File: config.mk
export PLATFORM = sky130hd
export DESIGN_NAME = remote_comm
export DESIGN_NICKNAME = d
export VERILOG_FILES = /design/src/rtl/knights_pkg.sv /design/src/rtl/uart_xcvr.sv /design/src/rtl/remote_comm.sv
export SDC_FILE = /design/constraint.sdc
export NUM_CORES = 1
export LEC_CHECK = 0
export BUFFER_PORTS_ARGS = -buffer_cell sky130_fd_sc_hd__buf_2
export CAP_MARGIN = 25
export CELL_PAD_IN_SITES_DETAIL_PLACEMENT = 1
export CELL_PAD_IN_SITES_GLOBAL_PLACEMENT = 1
export CORE_ASPECT_RATIO = 0.9
export CORE_UTILIZATION = 49
export CTS_CLUSTER_DIAMETER = 150
export DETAILED_ROUTE_END_ITERATION = 10
export HOLD_SLACK_MARGIN = 0.06
export MAX_ROUTING_LAYER = met4
export PLACE_DENSITY = 0.81
export SETUP_SLACK_MARGIN = 0.3
export SLEW_MARGIN = 10
export SYNTH_ARGS = -nofsm -noshare
export SYNTH_HDL_FRONTEND = slang
export SYNTH_SLANG_ARGS = --single-unit
File: constraint.sdc
create_clock -name clk -period 5.7 [get_ports clk]
set_input_delay 0.855 -clock clk [delete_from_list [all_inputs] [get_ports clk]]
set_output_delay 0.855 -clock clk [all_outputs]
set_load 0.005 [all_outputs]
File: src/rtl/knights_pkg.sv
// Constants and types shared by the Knight's Tour host-side command bridge.
package knights_pkg;

  localparam logic [7:0]  POS_ACK          = 8'hA5;
  localparam logic [15:0] CAL_CMD          = 16'h2000;
  localparam int          DEFAULT_BAUD_DIV = 2604;

  typedef enum logic [1:0] {
    IDLE = 2'd0,
    HIGH = 2'd1,
    LOW  = 2'd2
  } cmd_state_t;

endpackage

File: src/rtl/uart_xcvr.sv
// Full-duplex 8N1 UART: independent transmitter and receiver sharing only clk/rst.
module uart_xcvr #(
  parameter int BAUD_DIV = 2604
) (
  input  logic       clk,
  input  logic       rst,
  input  logic       rx,
  output logic       tx,
  input  logic       tx_start,
  input  logic [7:0] tx_data,
  output logic       tx_done,
  output logic       rx_rdy,
  output logic [7:0] rx_data,
  input  logic       clr_rx_rdy
);

  localparam logic [15:0] BAUD_LAST = 16'(BAUD_DIV - 1);
  localparam logic [15:0] HALF_LAST = 16'(BAUD_DIV / 2 - 1);

  logic        tx_busy;
  logic [15:0] tx_baud;
  logic [3:0]  tx_bit;
  logic [9:0]  tx_frame;
  logic        tx_tick;

  assign tx_tick = (tx_baud == BAUD_LAST);
  assign tx_done = tx_busy && tx_tick && (tx_bit == 4'd9);
  assign tx      = tx_frame[0];

  // A start request in the last cycle of a stop bit reloads the frame, so
  // consecutive bytes leave the line with no idle gap.
  always_ff @(posedge clk) begin
    if (rst) begin
      tx_busy  <= 1'b0;
      tx_baud  <= 16'd0;
      tx_bit   <= 4'd0;
      tx_frame <= '1;
    end else if (tx_start && (!tx_busy || tx_done)) begin
      tx_busy  <= 1'b1;
      tx_baud  <= 16'd0;
      tx_bit   <= 4'd0;
      tx_frame <= {1'b1, tx_data, 1'b0};
    end else if (tx_busy) begin
      if (tx_tick) begin
        tx_baud <= 16'd0;
        if (tx_bit == 4'd9) begin
          tx_busy <= 1'b0;
        end else begin
          tx_bit   <= tx_bit + 4'd1;
          tx_frame <= {1'b1, tx_frame[9:1]};
        end
      end else begin
        tx_baud <= tx_baud + 16'd1;
      end
    end
  end

  logic        rx_s1, rx_s2, rx_d;
  logic        rx_busy;
  logic [15:0] rx_baud;
  logic [3:0]  rx_bit;
  logic [7:0]  rx_shift;
  logic        start_det;
  logic        rx_sample;
  logic        rx_set;

  always_ff @(posedge clk) begin
    if (rst) begin
      rx_s1 <= 1'b1;
      rx_s2 <= 1'b1;
      rx_d  <= 1'b1;
    end else begin
      rx_s1 <= rx;
      rx_s2 <= rx_s1;
      rx_d  <= rx_s2;
    end
  end

  // rx_bit 0 is the start bit (checked at half a bit), 1..8 data, 9 stop.
  assign start_det = !rx_busy && rx_d && !rx_s2;
  assign rx_sample = rx_busy &&
                     ((rx_bit == 4'd0) ? (rx_baud == HALF_LAST) : (rx_baud == BAUD_LAST));
  assign rx_set    = rx_sample && (rx_bit == 4'd9) && rx_s2;

  always_ff @(posedge clk) begin
    if (rst) begin
      rx_busy  <= 1'b0;
      rx_baud  <= 16'd0;
      rx_bit   <= 4'd0;
      rx_shift <= 8'h00;
      rx_data  <= 8'h00;
    end else if (start_det) begin
      rx_busy <= 1'b1;
      rx_baud <= 16'd0;
      rx_bit  <= 4'd0;
    end else if (rx_busy) begin
      if (rx_sample) begin
        rx_baud <= 16'd0;
        if (rx_bit == 4'd0) begin
          if (rx_s2) rx_busy <= 1'b0;
          else       rx_bit  <= 4'd1;
        end else if (rx_bit == 4'd9) begin
          rx_busy <= 1'b0;
          if (rx_s2) rx_data <= rx_shift;
        end else begin
          rx_shift <= {rx_s2, rx_shift[7:1]};
          rx_bit   <= rx_bit + 4'd1;
        end
      end else begin
        rx_baud <= rx_baud + 16'd1;
      end
    end
  end

  always_ff @(posedge clk) begin
    if (rst)                          rx_rdy <= 1'b0;
    else if (rx_set)                  rx_rdy <= 1'b1;
    else if (clr_rx_rdy || start_det) rx_rdy <= 1'b0;
  end

endmodule

File: src/rtl/remote_comm.sv
// Host command bridge: sends a 16-bit command as two back-to-back UART bytes
// (high first) and presents single-byte responses from the robot.
module remote_comm
  import knights_pkg::*;
#(
  parameter int BAUD_DIV = DEFAULT_BAUD_DIV
) (
  input  logic        clk,
  input  logic        rst,
  input  logic        RX,
  output logic        TX,
  input  logic [15:0] cmd,
  input  logic        send_cmd,
  output logic        cmd_sent,
  output logic        resp_rdy,
  output logic [7:0]  resp
);

  // Handshakes: send_cmd is a one-cycle request honoured only in IDLE; cmd_sent
  // then stays high until the next honoured request. resp_rdy marks resp valid
  // and stays high until a honoured send_cmd or the next incoming start bit.
  cmd_state_t  state, next_state;
  logic [15:0] hold;
  logic        accept;
  logic        tx_start;
  logic [7:0]  tx_data;
  logic        tx_done;

  assign accept = (state == IDLE) && send_cmd;

  always_ff @(posedge clk) begin
    if (rst) state <= IDLE;
    else     state <= next_state;
  end

  always_comb begin
    next_state = state;
    case (state)
      IDLE:    if (send_cmd) next_state = HIGH;
      HIGH:    if (tx_done)  next_state = LOW;
      LOW:     if (tx_done)  next_state = IDLE;
      default: next_state = IDLE;
    endcase
  end

  always_comb begin
    tx_start = 1'b0;
    tx_data  = cmd[15:8];
    case (state)
      IDLE: tx_start = send_cmd;
      HIGH: begin
        tx_start = tx_done;
        tx_data  = hold[7:0];
      end
      default: tx_data = hold[15:8];
    endcase
  end

  always_ff @(posedge clk) begin
    if (rst) begin
      hold     <= 16'h0000;
      cmd_sent <= 1'b0;
    end else begin
      if (accept) hold <= cmd;
      if (state == LOW && tx_done) cmd_sent <= 1'b1;
      else if (accept)             cmd_sent <= 1'b0;
    end
  end

  uart_xcvr #(.BAUD_DIV(BAUD_DIV)) u_xcvr (
    .clk        (clk),
    .rst        (rst),
    .rx         (RX),
    .tx         (TX),
    .tx_start   (tx_start),
    .tx_data    (tx_data),
    .tx_done    (tx_done),
    .rx_rdy     (resp_rdy),
    .rx_data    (resp),
    .clr_rx_rdy (accept)
  );

endmodule

==> results by stage <==
Status:
- The run finished with clean final reports.

Critical path:
- The data arrival time at the worst-slack endpoint is 2.70 ns.
- Traced cell by cell, the critical path runs through nor4b_1 -> and4_1 -> and2_1 -> nor2_1 -> a2111oi_0.
- The required time at the endpoint of the critical path is between 5 and 6 ns.
- The start-to-end type of the worst setup path is flop to flop.
- The delay contributed by the slowest stage of the critical path is between 0.6 and 0.7 ns.
- STA classifies the critical path endpoint as a flop.
- The highest net fanout along the worst path is 16.
- For the worst flop-to-flop path, the logic depth is 5.
- The library cell contributing the largest single delay on the critical path is and4_1.
- The worst setup path is launched from a flop.

Flow run:
- The max-cap violation count is 0.

Power and ir drop:
- The total power density per cell area is 263 nW/um2.
- The maximum resistive drop on vdd is between 150 and 200 uV.
- The sequential fraction of design power is a little under three fifths.
- Combinational logic is responsible for between 6 and 7% of the overall power.
- The completed layout was analyzed and its total power is approximately 1.2 mW.
- The analysis attributes to net switching a power of between 0.3 and 0.4 mW.
- In this run switching power makes up about 27% of total power.
- The clock power share is between 30% and 40%.
- The leakage dissipation is 1.74 nW.
- The internal portion of total power is approximately 0.84 mW.

Route:
- The post-detailed-route wirelength per cell is about 15 um.
- The number of search-and-repair iterations in the first detailed-routing pass is 4.
- The DRC violation count after routing is 0.
- Wires add up to roughly 8800 um.
- Detailed routing inserted a total of around 3200 vias.
- The first routing iteration left roughly 100 violations.
- The mean number of vias per cell is 5.57.
- The detail route stage leaves a number of antenna-violating nets equal to 0.

Placed design:
- The final weighted congestion in routability-driven placement is about 0.8.
- During placement, the flow inserted port buffers numbering 30.
- The pre-CTS worst setup slack is 3.30 ns.
- After legalization and detailed placement, the total HPWL measured roughly 6100 um.
- Including well taps, the total number of placed cells is about 560.

CTS:
- The clock tree from TritonCTS is yes.
- The later pin in the worst-skew pair is clocked with a latency of between 0.3 and 0.4 ns.
- The worst-case clock buffer depth is 2.
- The number of clock buffers added by TritonCTS is 9.
- The cell sitting at the root of the clock tree is a clkbuf_8.
- The number of buffers added for setup after CTS is 0.
- The H-tree was split into 3 levels.
- The tree built by TritonCTS fans out to 90 sinks.
- The clock edge transition at the registers on the reported setup and hold paths is roughly 0.1 ns.
- After clock tree synthesis, the repair step resized 0 gates.
- The cts-stage hold buffer count is 0.

Layout:
- Counting the fill cells in the layout gives around 900.
- The fraction of layout instances using a drive strength above 1 is approximately an eighth.
- The area added between synthesis and finish is 9.22%.
- The number of diodes is 0.
- The count of cells in the finished layout, fillers not included, comes to between 500 and 600.
- The net count of the finished layout is 499.

Floorplanning:
- The area of the die is 8560 um2.
- The starting density of the core is roughly 52%.
- The chip width is ~97 um.
- The die height is slightly below 90 um.
- The floorplan has 30 rows.
- For this design the top-level I/O count stands at 31.
- The core region is around 7700 um2.

Global routing:
- Global routing used ~27% of the available met1 tracks.
- The peak-usage layer in the global routing report is met2.
- The wire length of the first global-routing pass is around 15000 um.
- Global routing used between 20% and 30% of the available tracks.
- The met2 track demand over resource in global routing is about two fifths.
- Entering global routing, the biggest net connects 66 pins.
- For this run the aggregate overflow at the end of global routing stands at 0.
- The number of antenna violations at the first check in global routing is 0.
- The number of global-route vias before repair is around 3300.
- Global routing consumed, on the met3 layer, approximately 6% of the routing resources.

Logic synthesis:
- The synthesized design contains 90 register bits.
- The post-synthesis instance area is roughly 4000 um2.
- After synthesis, flip-flops and latches occupy roughly 45% of the total area.
- The async set or reset register ratio after synthesis is 0%.
- The average instance in the mapped netlist occupies approximately 9 um2.
- Synthesis handed over a netlist of between 400 and 500 instances.
- The main flop type after synthesis is dfxtp_1.
- Synthesis produced a netlist with a net count of 480.
- Counting flops with a built-in enable in the synthesized netlist gives 0.
- Yosys printed 0 warnings.
- The number of distinct library cell variants in the gate-level netlist after synthesis is 55.

STA:
- The worst pin sits at a relative slew slack of 53.4%.
- In the finished design, the share of the clock period the worst path needs comes to a little over two fifths.
- The final setup violation count is 0.
- The highest attainable clock frequency is just over 400 MHz.
- The slew at the pin with the worst max-slew slack is 0.698 ns.
- The final total negative setup slack is 0 ns.
- Setup repair after global routing left no endpoint under its margin.
- The clock skew is roughly 0.014 ns.
- The final-report hold violation count is 0.
- The total count of max-transition violations in the final report is 0.
- The minimum clock period after layout is between 2 and 2.5 ns.
- The worst path setup slack after routing is 3.25 ns.

Min path:
- The path class of the tightest hold or removal check is flop to flop.
- The hold-critical path depth is 1.
## synth_stat cells (all sizes together), types with 9 or more instances
cell | instances | area share [%]
clkbuf | 14 | 1.3
nand2 | 54 | 5.0
nor2 | 65 | 6.3
and3 | 10 | 1.6
xor2 | 24 | 5.2
nand3 | 16 | 2.0
mux2i | 32 | 8.0
buf | 11 | 1.6
xnor2 | 9 | 2.0
o21ai | 9 | 1.2
dfxtp | 90 | 45
a21oi | 30 | 3.7
## sequential cells by signal (all words and copies together) (netlist names), 2 cells and up
| register | count |
|---|---|
| u_xcvr.rx_bit | 4 |
| u_xcvr.rx_data | 8 |
| hold | 16 |
| u_xcvr.tx_bit | 4 |
| u_xcvr.rx_baud | 16 |
| state | 2 |
| u_xcvr.tx_baud | 16 |
| u_xcvr.tx_frame | 9 |
| u_xcvr.rx_shift | 8 |
## per-stage QoR
step                      util, %  hold WS [ns]  cell area [um2]
final                        56.7         0.423             4390
after global routing         56.7         0.445             4390
after CTS                    56.7         0.438             4390
after detailed placement     54.2         0.395             4190
after global placement       54.1         0.393             4190
after floorplan                 -         0.389             4020
## cell families (layout without fill, tap and decap cells)
logic type                 count (synthesis)  after routing  synth area share [%]
muxes                                     32             32                  7.98
and+or+nand+nor                          194            194                  23.8
DFF                                       90             90                  44.9
buffers and inverters                     30             54                  3.33
adders and majority gates                  7              7                  2.18
xor gates and xnor gates                  33             33                  7.20
AOI/OAI and AO/OA                         67             67                  10.7
## power by group through the flow
stage	clock, mW	combinational [mW]	sequential (mW)
6_report	0.425	0.0709	0.657
5_1_grt	0.467	0.0808	0.660
3_3_place_gp	0	0.0691	0.671
4_1_cts	0.440	0.0722	0.658
2_1_floorplan	0	0.0557	0.665
3_5_place_dp	0	0.0720	0.672
## layout make-up
class | instances | area, um2 | share of cell area (%)
sequential | 90 | 1800 | 41.1
clock buffer | 9 | 124 | 2.82
tap | 96 | 120 | 2.74
timing repair buffer | 33 | 173 | 3.94
clock inverter | 7 | 68.8 | 1.57
inverter | 5 | 18.8 | 0.428
multi-input combinational | 333 | 2080 | 47.4
## cells in the final DEF, fill, tap and decap left out, types with 6 or more instances in the layout
| cell | Yosys | final |
|---|---|---|
| xor2_1 | 24 | 24 |
| and3_1 | 10 | 10 |
| nor3_1 | 6 | 6 |
| buf_2 | 8 | 30 |
| a21oi_1 | 30 | 30 |
| nor2_1 | 64 | 64 |
| ha_1 | 7 | 7 |
| dfxtp_1 | 90 | 90 |
| nand3_1 | 16 | 16 |
| clkbuf_8 | 0 | 9 |
| nand2_1 | 54 | 54 |
| mux2i_1 | 32 | 32 |
| a211oi_1 | 6 | 6 |
| xnor2_1 | 9 | 9 |
| o21ai_0 | 8 | 8 |
| nand4_1 | 7 | 7 |
## layer usage
layer | wire [um] | vias to the layer above
met5 | 0 | -
met4 | 63 | 0
li1 | - | 1607
met2 | 4370 | 39
met3 | 264 | 7
met1 | 4120 | 1538
## critical path, delay by kind of cell, from the launching register on
family	cells	cell delay (ns)
flops	1	0.36
compound gates	1	0.39
simple gates	4	1.58
## final timing paths
kind | start | to | slack [ns]
worst max-delay path | u_xcvr.tx_baud[8]$_SDFFE_PP0P_ | u_xcvr.tx_bit[1]$_SDFFE_PP0P_ | 3.25
worst min-delay path | u_xcvr.rx_s1$_SDFF_PP1_ | u_xcvr.rx_s2$_SDFF_PP1_ | 0.42
worst max register to register | u_xcvr.tx_baud[8]$_SDFFE_PP0P_ | u_xcvr.tx_bit[1]$_SDFFE_PP0P_ | 3.25
worst min register to register | u_xcvr.rx_s1$_SDFF_PP1_ | u_xcvr.rx_s2$_SDFF_PP1_ | 0.42
No activity file was read; power rests on OpenSTA's default activity.
